## src/rtl/am_label_vote_filter.sv

```systemverilog
// Temporal majority-vote smoothing for the arousal/valence labels produced
// by the late-fusion associative memory. Each dimension keeps its own
// history of accepted (distance <= DIST_THRESH) labels. The filter emits
// the majority label over that history with a valid/ready handshake.

// One vote lane: capture register, label history, fill/vote counters, label.
module am_vote_lane #(
  parameter int LABEL_WIDTH    = 1,
  parameter int DISTANCE_WIDTH = 11,
  parameter int WINDOW         = 5,
  parameter int DIST_THRESH    = 1000,
  parameter int COUNT_WIDTH    = $clog2(WINDOW + 1)
) (
  input  logic                      Clk_CI,
  input  logic                      Reset_RBI,
  input  logic                      Capture_S,
  input  logic                      Update_S,
  input  logic                      Flush_S,
  input  logic [LABEL_WIDTH-1:0]    LabelIn_D,
  input  logic [DISTANCE_WIDTH-1:0] DistIn_D,
  output logic [LABEL_WIDTH-1:0]    LabelOut_D,
  output logic [COUNT_WIDTH-1:0]    VoteCount_D,
  output logic [COUNT_WIDTH-1:0]    Fill_D
);

  logic [LABEL_WIDTH-1:0]                labelCap;
  logic [DISTANCE_WIDTH-1:0]             distCap;
  logic [WINDOW-1:0][LABEL_WIDTH-1:0]    hist, histBase, histNext;
  logic [COUNT_WIDTH-1:0]                fill, fillBase, fillNext, ones;
  logic [COUNT_WIDTH:0]                  twiceOnes, fillExt;
  logic [LABEL_WIDTH-1:0]                labelNext;
  logic                                  accept;

  // Post-update history/counters; a same-cycle flush wipes before the push.
  // Slots beyond fill are always zero, so popcount of the full window is
  // the number of 1-votes.
  always_comb begin
    histBase = Flush_S ? '0 : hist;
    fillBase = Flush_S ? '0 : fill;
    accept   = (32'(distCap) <= 32'(DIST_THRESH));
    histNext = histBase;
    fillNext = fillBase;
    if (accept) begin
      for (int i = WINDOW - 1; i >= 1; i--) histNext[i] = histBase[i-1];
      histNext[0] = labelCap;
      if (fillBase < COUNT_WIDTH'(WINDOW)) fillNext = fillBase + COUNT_WIDTH'(1);
    end
    ones = '0;
    for (int i = 0; i < WINDOW; i++)
      if (histNext[i] != '0) ones = ones + COUNT_WIDTH'(1);
    twiceOnes = {ones, 1'b0};
    fillExt   = {1'b0, fillNext};
    labelNext = LabelOut_D;
    if (twiceOnes > fillExt)      labelNext = LABEL_WIDTH'(1);
    else if (twiceOnes < fillExt) labelNext = '0;
  end

  // Capture on handshake, commit on UPDATE, standalone flush otherwise.
  always_ff @(posedge Clk_CI) begin
    if (!Reset_RBI) begin
      labelCap    <= '0;
      distCap     <= '0;
      hist        <= '0;
      fill        <= '0;
      VoteCount_D <= '0;
      LabelOut_D  <= '0;
    end else begin
      if (Capture_S) begin
        labelCap <= LabelIn_D;
        distCap  <= DistIn_D;
      end
      if (Update_S) begin
        hist        <= histNext;
        fill        <= fillNext;
        VoteCount_D <= ones;
        LabelOut_D  <= labelNext;
      end else if (Flush_S) begin
        hist <= '0;
        fill <= '0;
      end
    end
  end

  assign Fill_D = fill;

endmodule

module am_label_vote_filter #(
  parameter int LABEL_WIDTH    = 1,
  parameter int DISTANCE_WIDTH = 11,
  parameter int WINDOW         = 5,
  parameter int DIST_THRESH    = 1000,
  parameter int COUNT_WIDTH    = $clog2(WINDOW + 1)
) (
  input  logic                      Clk_CI,
  input  logic                      Reset_RBI,
  input  logic                      ValidIn_SI,
  output logic                      ReadyOut_SO,
  input  logic [LABEL_WIDTH-1:0]    LabelIn_A_DI,
  input  logic [LABEL_WIDTH-1:0]    LabelIn_V_DI,
  input  logic [DISTANCE_WIDTH-1:0] DistanceIn_A_DI,
  input  logic [DISTANCE_WIDTH-1:0] DistanceIn_V_DI,
  input  logic                      Flush_SI,
  input  logic                      ReadyIn_SI,
  output logic                      ValidOut_SO,
  output logic [LABEL_WIDTH-1:0]    LabelOut_A_DO,
  output logic [LABEL_WIDTH-1:0]    LabelOut_V_DO,
  output logic [COUNT_WIDTH-1:0]    VoteCount_A_DO,
  output logic [COUNT_WIDTH-1:0]    VoteCount_V_DO,
  output logic [COUNT_WIDTH-1:0]    Fill_A_DO,
  output logic [COUNT_WIDTH-1:0]    Fill_V_DO
);

  localparam int NUM_LANES = 2;  // lane 0 = arousal, lane 1 = valence

  typedef enum logic [1:0] {IDLE, UPDATE, OUTPUT_STABLE} state_e;
  state_e stateQ, stateD;

  logic [NUM_LANES-1:0][LABEL_WIDTH-1:0]    labelIn, labelOut;
  logic [NUM_LANES-1:0][DISTANCE_WIDTH-1:0] distIn;
  logic [NUM_LANES-1:0][COUNT_WIDTH-1:0]    voteCount, fillCount;
  logic                                     capture, update;

  assign labelIn = {LabelIn_V_DI, LabelIn_A_DI};
  assign distIn  = {DistanceIn_V_DI, DistanceIn_A_DI};

  // State register.
  always_ff @(posedge Clk_CI) begin
    if (!Reset_RBI) stateQ <= IDLE;
    else            stateQ <= stateD;
  end

  // Next state and handshake outputs.
  always_comb begin
    stateD      = stateQ;
    ReadyOut_SO = 1'b0;
    ValidOut_SO = 1'b0;
    capture     = 1'b0;
    update      = 1'b0;
    case (stateQ)
      IDLE: begin
        ReadyOut_SO = 1'b1;
        if (ValidIn_SI) begin
          capture = 1'b1;
          stateD  = UPDATE;
        end
      end
      UPDATE: begin
        update = 1'b1;
        stateD = OUTPUT_STABLE;
      end
      OUTPUT_STABLE: begin
        ValidOut_SO = 1'b1;
        if (ReadyIn_SI) stateD = IDLE;
      end
      default: stateD = IDLE;
    endcase
  end

  for (genvar g = 0; g < NUM_LANES; g++) begin : gLane
    am_vote_lane #(
      .LABEL_WIDTH   (LABEL_WIDTH),
      .DISTANCE_WIDTH(DISTANCE_WIDTH),
      .WINDOW        (WINDOW),
      .DIST_THRESH   (DIST_THRESH),
      .COUNT_WIDTH   (COUNT_WIDTH)
    ) uLane (
      .Clk_CI     (Clk_CI),
      .Reset_RBI  (Reset_RBI),
      .Capture_S  (capture),
      .Update_S   (update),
      .Flush_S    (Flush_SI),
      .LabelIn_D  (labelIn[g]),
      .DistIn_D   (distIn[g]),
      .LabelOut_D (labelOut[g]),
      .VoteCount_D(voteCount[g]),
      .Fill_D     (fillCount[g])
    );
  end

  assign LabelOut_A_DO  = labelOut[0];
  assign LabelOut_V_DO  = labelOut[1];
  assign VoteCount_A_DO = voteCount[0];
  assign VoteCount_V_DO = voteCount[1];
  assign Fill_A_DO      = fillCount[0];
  assign Fill_V_DO      = fillCount[1];

endmodule

```

## config.mk

```make
export PLATFORM = sky130hd
export DESIGN_NAME = am_label_vote_filter
export DESIGN_NICKNAME = d
export VERILOG_FILES = /design/src/rtl/am_label_vote_filter.sv
export SDC_FILE = /design/constraint.sdc
export NUM_CORES = 1
export LEC_CHECK = 0
export BUFFER_PORTS_ARGS = -buffer_cell sky130_fd_sc_hd__buf_2
export CORE_MARGIN = 2
export CORE_UTILIZATION = 61
export DETAILED_ROUTE_END_ITERATION = 16
export PLACE_DENSITY = 0.93
export SYNTH_ARGS = -nofsm -noshare
export SYNTH_HDL_FRONTEND = slang
export SYNTH_SLANG_ARGS = --single-unit
export TNS_END_PERCENT = 30
```

## constraint.sdc

```tcl
create_clock -name Clk_CI -period 13.2 [get_ports Clk_CI]
set_clock_uncertainty 0.1 [all_clocks]
set_input_delay 1.98 -clock Clk_CI [delete_from_list [all_inputs] [get_ports Clk_CI]]
set_output_delay 1.98 -clock Clk_CI [all_outputs]
set_load 0.03 [all_outputs]
```

Word-level counts from Yosys, hierarchy flattened --
Cells that the tools add are included.
Storage, ports and cells: register bits after elaboration 50
Cells by class: add/subtract/negate cells 10, $lt $le $gt $ge 8, equality and inequality tests 4, multiplexer cells 36, reduce and logical (&&, ||, !) cells 6
Operator list (count):
- $mux W3 | 16
- $mux W5 | 6
- $add A3 B1 Y3 const B | 8
- $le A11 B10 Y1 const B | 2
- $mux W1 | 11
- $gt A4 B3 Y1 | 2
- $lt A4 B3 Y1 | 2
- $lt A3 B3 Y1 const B | 2
- $pmux W2 S3 | 1
- $reduce_and A2 Y1 | 3
- $add A1 B1 Y2 const B | 2
- $mux W2 | 2
- $ne A2 B2 Y1 const B | 2
- $reduce_bool A2 Y1 | 2
- $eq A2 B1 Y1 const B | 1
- $eq A2 B2 Y1 const B | 1
- $logic_not A2 Y1 | 1

Depth between registers and ports, before layout --
word-level depth 14, depth in mapped cells 20, depth with buffers taken out 18

By module --
From an unflattened synthesis, not the netlist that was laid out.
Unflattened totals: cell total of the unflattened synthesis 385, area, all modules 3263.1 sq um
By module, submodules not included:
- am_vote_lane | times used 2, cells an instance 188, area an instance 1585.3 sq um
- am_label_vote_filter | times used 1, cells an instance 9, area an instance 92.6 sq um

Worst setup path after synthesis --
No wires, ideal clock.
path kind input -> register, start input port Flush_SI, end register gLane[1].uLane.LabelOut_D, setup time 0.092 ns, arrival time 5.445 ns, required time 13.008 ns, path slack 7.562 ns, cell stages on the path 17, path through clkbuf_1 > clkbuf_1 > buf_1 > a21oi_1 > inv_1 > ha_1 > clkbuf_1 > nor2_1 > and2_1 > o221a_2 > nor3_1 > nand2_1 > ha_1 > mux2_2 > ha_1 > a41o_1 > o32ai_1
Between the ends: longest elaborated chain between the ends 14, elaborated cells between the ends (all ways) 21, those cells by class 5 x add/sub; 3 x order compare; 11 x mux; 2 x reduce/logical
RTL lines:
- from (decl) | RTL line 103 | input logic Flush_SI,
- $mux W5 *
- $mux W5 * | RTL line 43 | if (accept) begin
- $mux W1 | RTL line 50 | if (histNext[i] != '0) ones = ones + COUNT_WIDTH'(1);
- $add A1 B1 Y2 | RTL line 50
- $mux W3 | RTL line 50
- $add A3 B1 Y3 | RTL line 50
- $mux W3 | RTL line 50
- $add A3 B1 Y3 | RTL line 50
- $mux W3 | RTL line 50
- $add A3 B1 Y3 | RTL line 50
- $mux W3 * | RTL line 50
- net gLane[1].uLane.ones[1] | RTL line 29 | logic [COUNT_WIDTH-1:0] fill, fillBase, fillNext, ones;
- $lt A4 B3 Y1 or $gt A4 B3 Y1 (tied branches) | RTL line 55, 54
- $reduce_bool A2 Y1 (no line)
- $reduce_and A2 Y1 (no line)
- to (signal assigned) | RTL line 76 | LabelOut_D <= labelNext;
- to (decl) | RTL line 21 | output logic [LABEL_WIDTH-1:0] LabelOut_D,
The timed path passes the listed nets; every way through them passes the cells marked *. A chain may end at the register's enable or synchronous reset.

Final worst setup path --
Same ends and word-level chain as after synthesis.

==> reports/results.tsv <==
stage	metric	value	unit
status	status	completed	
cells_and_area	Diodes inserted	0	
grt	largest net degree at the start of global routing	43	
clock_network	# hold bufs at CTS	0	
yosys	Synth top area share	33.5	%
sta	max_slew headroom	22.0	%
cells_and_area	Multi-input gate area	1850	um^2
place	dpl hpwl	4820	um
yosys	sequential fraction of the synthesis area	33.5	%
clock_network	CTS sink count	50	
cells_and_area	Finished Layout Cells	492	
yosys	Synth cell types	54	
floorplan	die area	5480	um^2
setup_path	CP Data Required Time	13.31	ns
clock_network	clk root buf	clkbuf_8	
clock_network	CTS tree	yes	
yosys	Yosys warning total	0	
routing	Via Count	2843	
power	overall power	311	uW
yosys	post-synth top area cell	dfxtp_1	
setup_path	Worst path slowest cell	ha_1	
power	Clock power frac	30.2	%
sta	RSZ-0062 raised after global routing	no	
power	power density over the cells	93.7	nW/um^2
floorplan	Starting Density	63.3	%
power	combinational share of power	17.2	%
routing	Pre-antenna DRT Iters	4	
yosys	Async SR Flop Fraction	0	%
sta	Peak Freq	0.170	GHz
clock_network	Worst-path clk slew	0.09	ns
power	Switching Fraction	30.5	%
place	RD Place Congestion	0.876	
routing	Post-Route WL	6860	um
setup_path	CP peak stage delay	0.48	ns
place	Placed Instance Area	3220	um^2
routing	drt drc	0	
yosys	Mapped Area	2990	um^2
routing	drt via density	5.78	
sta	measured slew at the worst slew-check pin	1.17	ns
grt	initial antenna violation count	0	
yosys	dominant cells by area after synthesis	dfxtp_1 33%, nand2_1 11%, ha_1 6.7%, a21oi_1 6.2%, mux2i_1 4.7%	
setup_path	CP endpoint kind	flop	
yosys	syn_area_per_cell	7.57	um^2
sta	Final Hold Fails	0	
grt	GRT Total Usage	25.7	%
clock_network	Post-CTS Setup Repair Bufs	0	
setup_path	crit path DAT	5.99	ns
floorplan	Die H	74.0	um
sta	Setup violations, final	0	
setup_path	CP startpoint kind	input port	
clock_network	cts bufs inserted	5	
yosys	list of most frequent post-synthesis cells	85 x nand2_1, 50 x dfxtp_1, 37 x a21oi_1	
yosys	ys flop type	dfxtp_1	
setup_path	cell family with most CP delay	adder cells	
cells_and_area	synthesis-to-finish area growth	10.7	%
yosys	Post-synth EDFFs	0	
sta	Final Max Slew Viols	0	
place	dpl cells	484	
power	Psw	94.7	uW
power	Leak	0.00143	uW
cells_and_area	Core Util, Final	70.1	%
clock_network	htree depth	2	
floorplan	Std-Cell Rows	25	
setup_path	crit path buf inv count	3	
cells_and_area	share of layout cells above drive strength 1	14.1	%
yosys	Mapped Cells	395	
setup_path	CP Max Fanout	30	
clock_network	Max clock buf depth	2	
sta	final setup TNS	0	ns
place	IO buf count	44	
floorplan	core area	4720	um^2
power	worst vdd ir	0.0629	mV
grt	grt total ovfl	0	
worst_hold_path	min-delay worst type	reg -> reg	
cells_and_area	nets	469	
yosys	count leader, synth	nand2_1	
sta	Tcrit/Tclk final	44.5	%
setup_path	sequence of cells on the critical path	buf_2 > inv_1 > nand2_1 > o21ai_0 > inv_1 > ha_1 > nor2_1 > and2_1 > o221a_2 > nor3_1 > nand2_1 > ha_1 > mux2_2 > ha_1 > a41o_1 > o32ai_1	
routing	Avg WL per Cell	13.9	um
clock_network	Clk Latency, worst-skew pair	0.30	ns
sta	crit path time final	5.88	ns
setup_path	WS Path Type	in -> reg	
yosys	Synth Net Count	440	
routing	Routed Antenna Nets	0	
power	sequential power share	52.6	%
routing	DR iter-0 viols	214	
flow_run	max cap viols	0	
cells_and_area	sequential cell area	1000	um^2
grt	number of global-route vias before repair	2522	
yosys	Yosys reg bits	50	
grt	first-pass GRT wire length	11200	um
cells_and_area	Final Cell Area	3310	um^2
cells_and_area	# fillers	381	
power	internal power	216	uW
floorplan	Die X	74.0	um
clock_network	Post-CTS Resized	0	
floorplan	# IOs	45	
setup_path	CP most frequent cell	ha_1	
final timing paths:
kind	from	cells past startpoint	end	slack, ns
worst max register to register	gLane[1].uLane.distCap[0]$_SDFFE_PN0P_	17	gLane[1].uLane.LabelOut_D$_SDFFE_PN0P_	8.29
worst min register to register	gLane[0].uLane.VoteCount_D[0]$_SDFFE_PN0N_	2	gLane[0].uLane.VoteCount_D[0]$_SDFFE_PN0N_	0.36
worst max-delay path	Flush_SI	16	gLane[1].uLane.LabelOut_D$_SDFFE_PN0P_	7.32
worst min-delay path	gLane[0].uLane.VoteCount_D[0]$_SDFFE_PN0N_	2	gLane[0].uLane.VoteCount_D[0]$_SDFFE_PN0N_	0.36
layer usage:
metal	GRT usage, %	share of wire, %	vias up
li1	-	-	1432
met1	34.9	46	1312
met2	42.3	48	93
met3	3.79	5.4	6
met4	8.48	0.88	0
met5	0	0	-
cells by family after synthesis:
group                    Yosys count  synth area share (%)
XOR/XNOR                          10                  2.93
buffers and inverters             37                  4.93
adder cells (fa/ha/maj)           16                  6.69
multiplexers                      15                  5.06
AND/OR/NAND/NOR                  173                  26.1
AO/OA/AOI/OAI                     94                  20.9
flip-flops                        50                  33.5
per-stage QoR:
| step | setup slack, ns | hold WS, ns |
|---|---|---|
| 2_1_floorplan | 7.56 | 0.331 |
| 5_1_grt | 6.98 | 0.379 |
| 3_5_place_dp | 7.09 | 0.348 |
| 3_3_place_gp | 7.28 | 0.337 |
| 6_report | 7.32 | 0.357 |
| 4_1_cts | 7.38 | 0.362 |
layout make-up:
cell class	count	area share, %
flip-flops and latches	50	30.2
multi-input cells	308	55.8
well taps	67	2.53
clock inverters	3	0.793
clock buffers	5	2.08
repair buffers	46	7.10
inverters	13	1.47
worst min-delay path: stages (launching register included):
cell     delay [ns]
dfxtp_1        0.32
nand3_1        0.06
nand2_1        0.04
power by group through the flow:
stage | logic [uW] | clock network [uW] | registers (uW)
6_report | 53.4 | 93.9 | 163
5_1_grt | 58.9 | 103 | 164
4_1_cts | 52.8 | 97.5 | 163
3_5_place_dp | 52.5 | 0 | 166
3_3_place_gp | 50.3 | 0 | 166
2_1_floorplan | 35.9 | 0 | 169
sequential cells by signal, summed over array words and instances (netlist names):
register	flops
gLane.uLane.LabelOut_D	2
stateQ	2
gLane.uLane.VoteCount_D	6
gLane.uLane.labelCap	2
gLane.uLane.distCap	22
gLane.uLane.Fill_D	6
gLane.uLane.hist	10
placed cells by master, fill, tap and decap left out, types with 6 or more instances in the layout:
| master | n |
|---|---|
| nand2_1 | 85 |
| ha_1 | 16 |
| buf_2 | 44 |
| nor2b_1 | 12 |
| o21ai_0 | 13 |
| dfxtp_1 | 50 |
| nand3_1 | 8 |
| a21oi_1 | 37 |
| mux2i_1 | 14 |
| a211oi_1 | 6 |
| nor2_1 | 34 |
| nor3_1 | 9 |
| inv_1 | 12 |
Note: power is estimated with default switching activity, not from simulation.
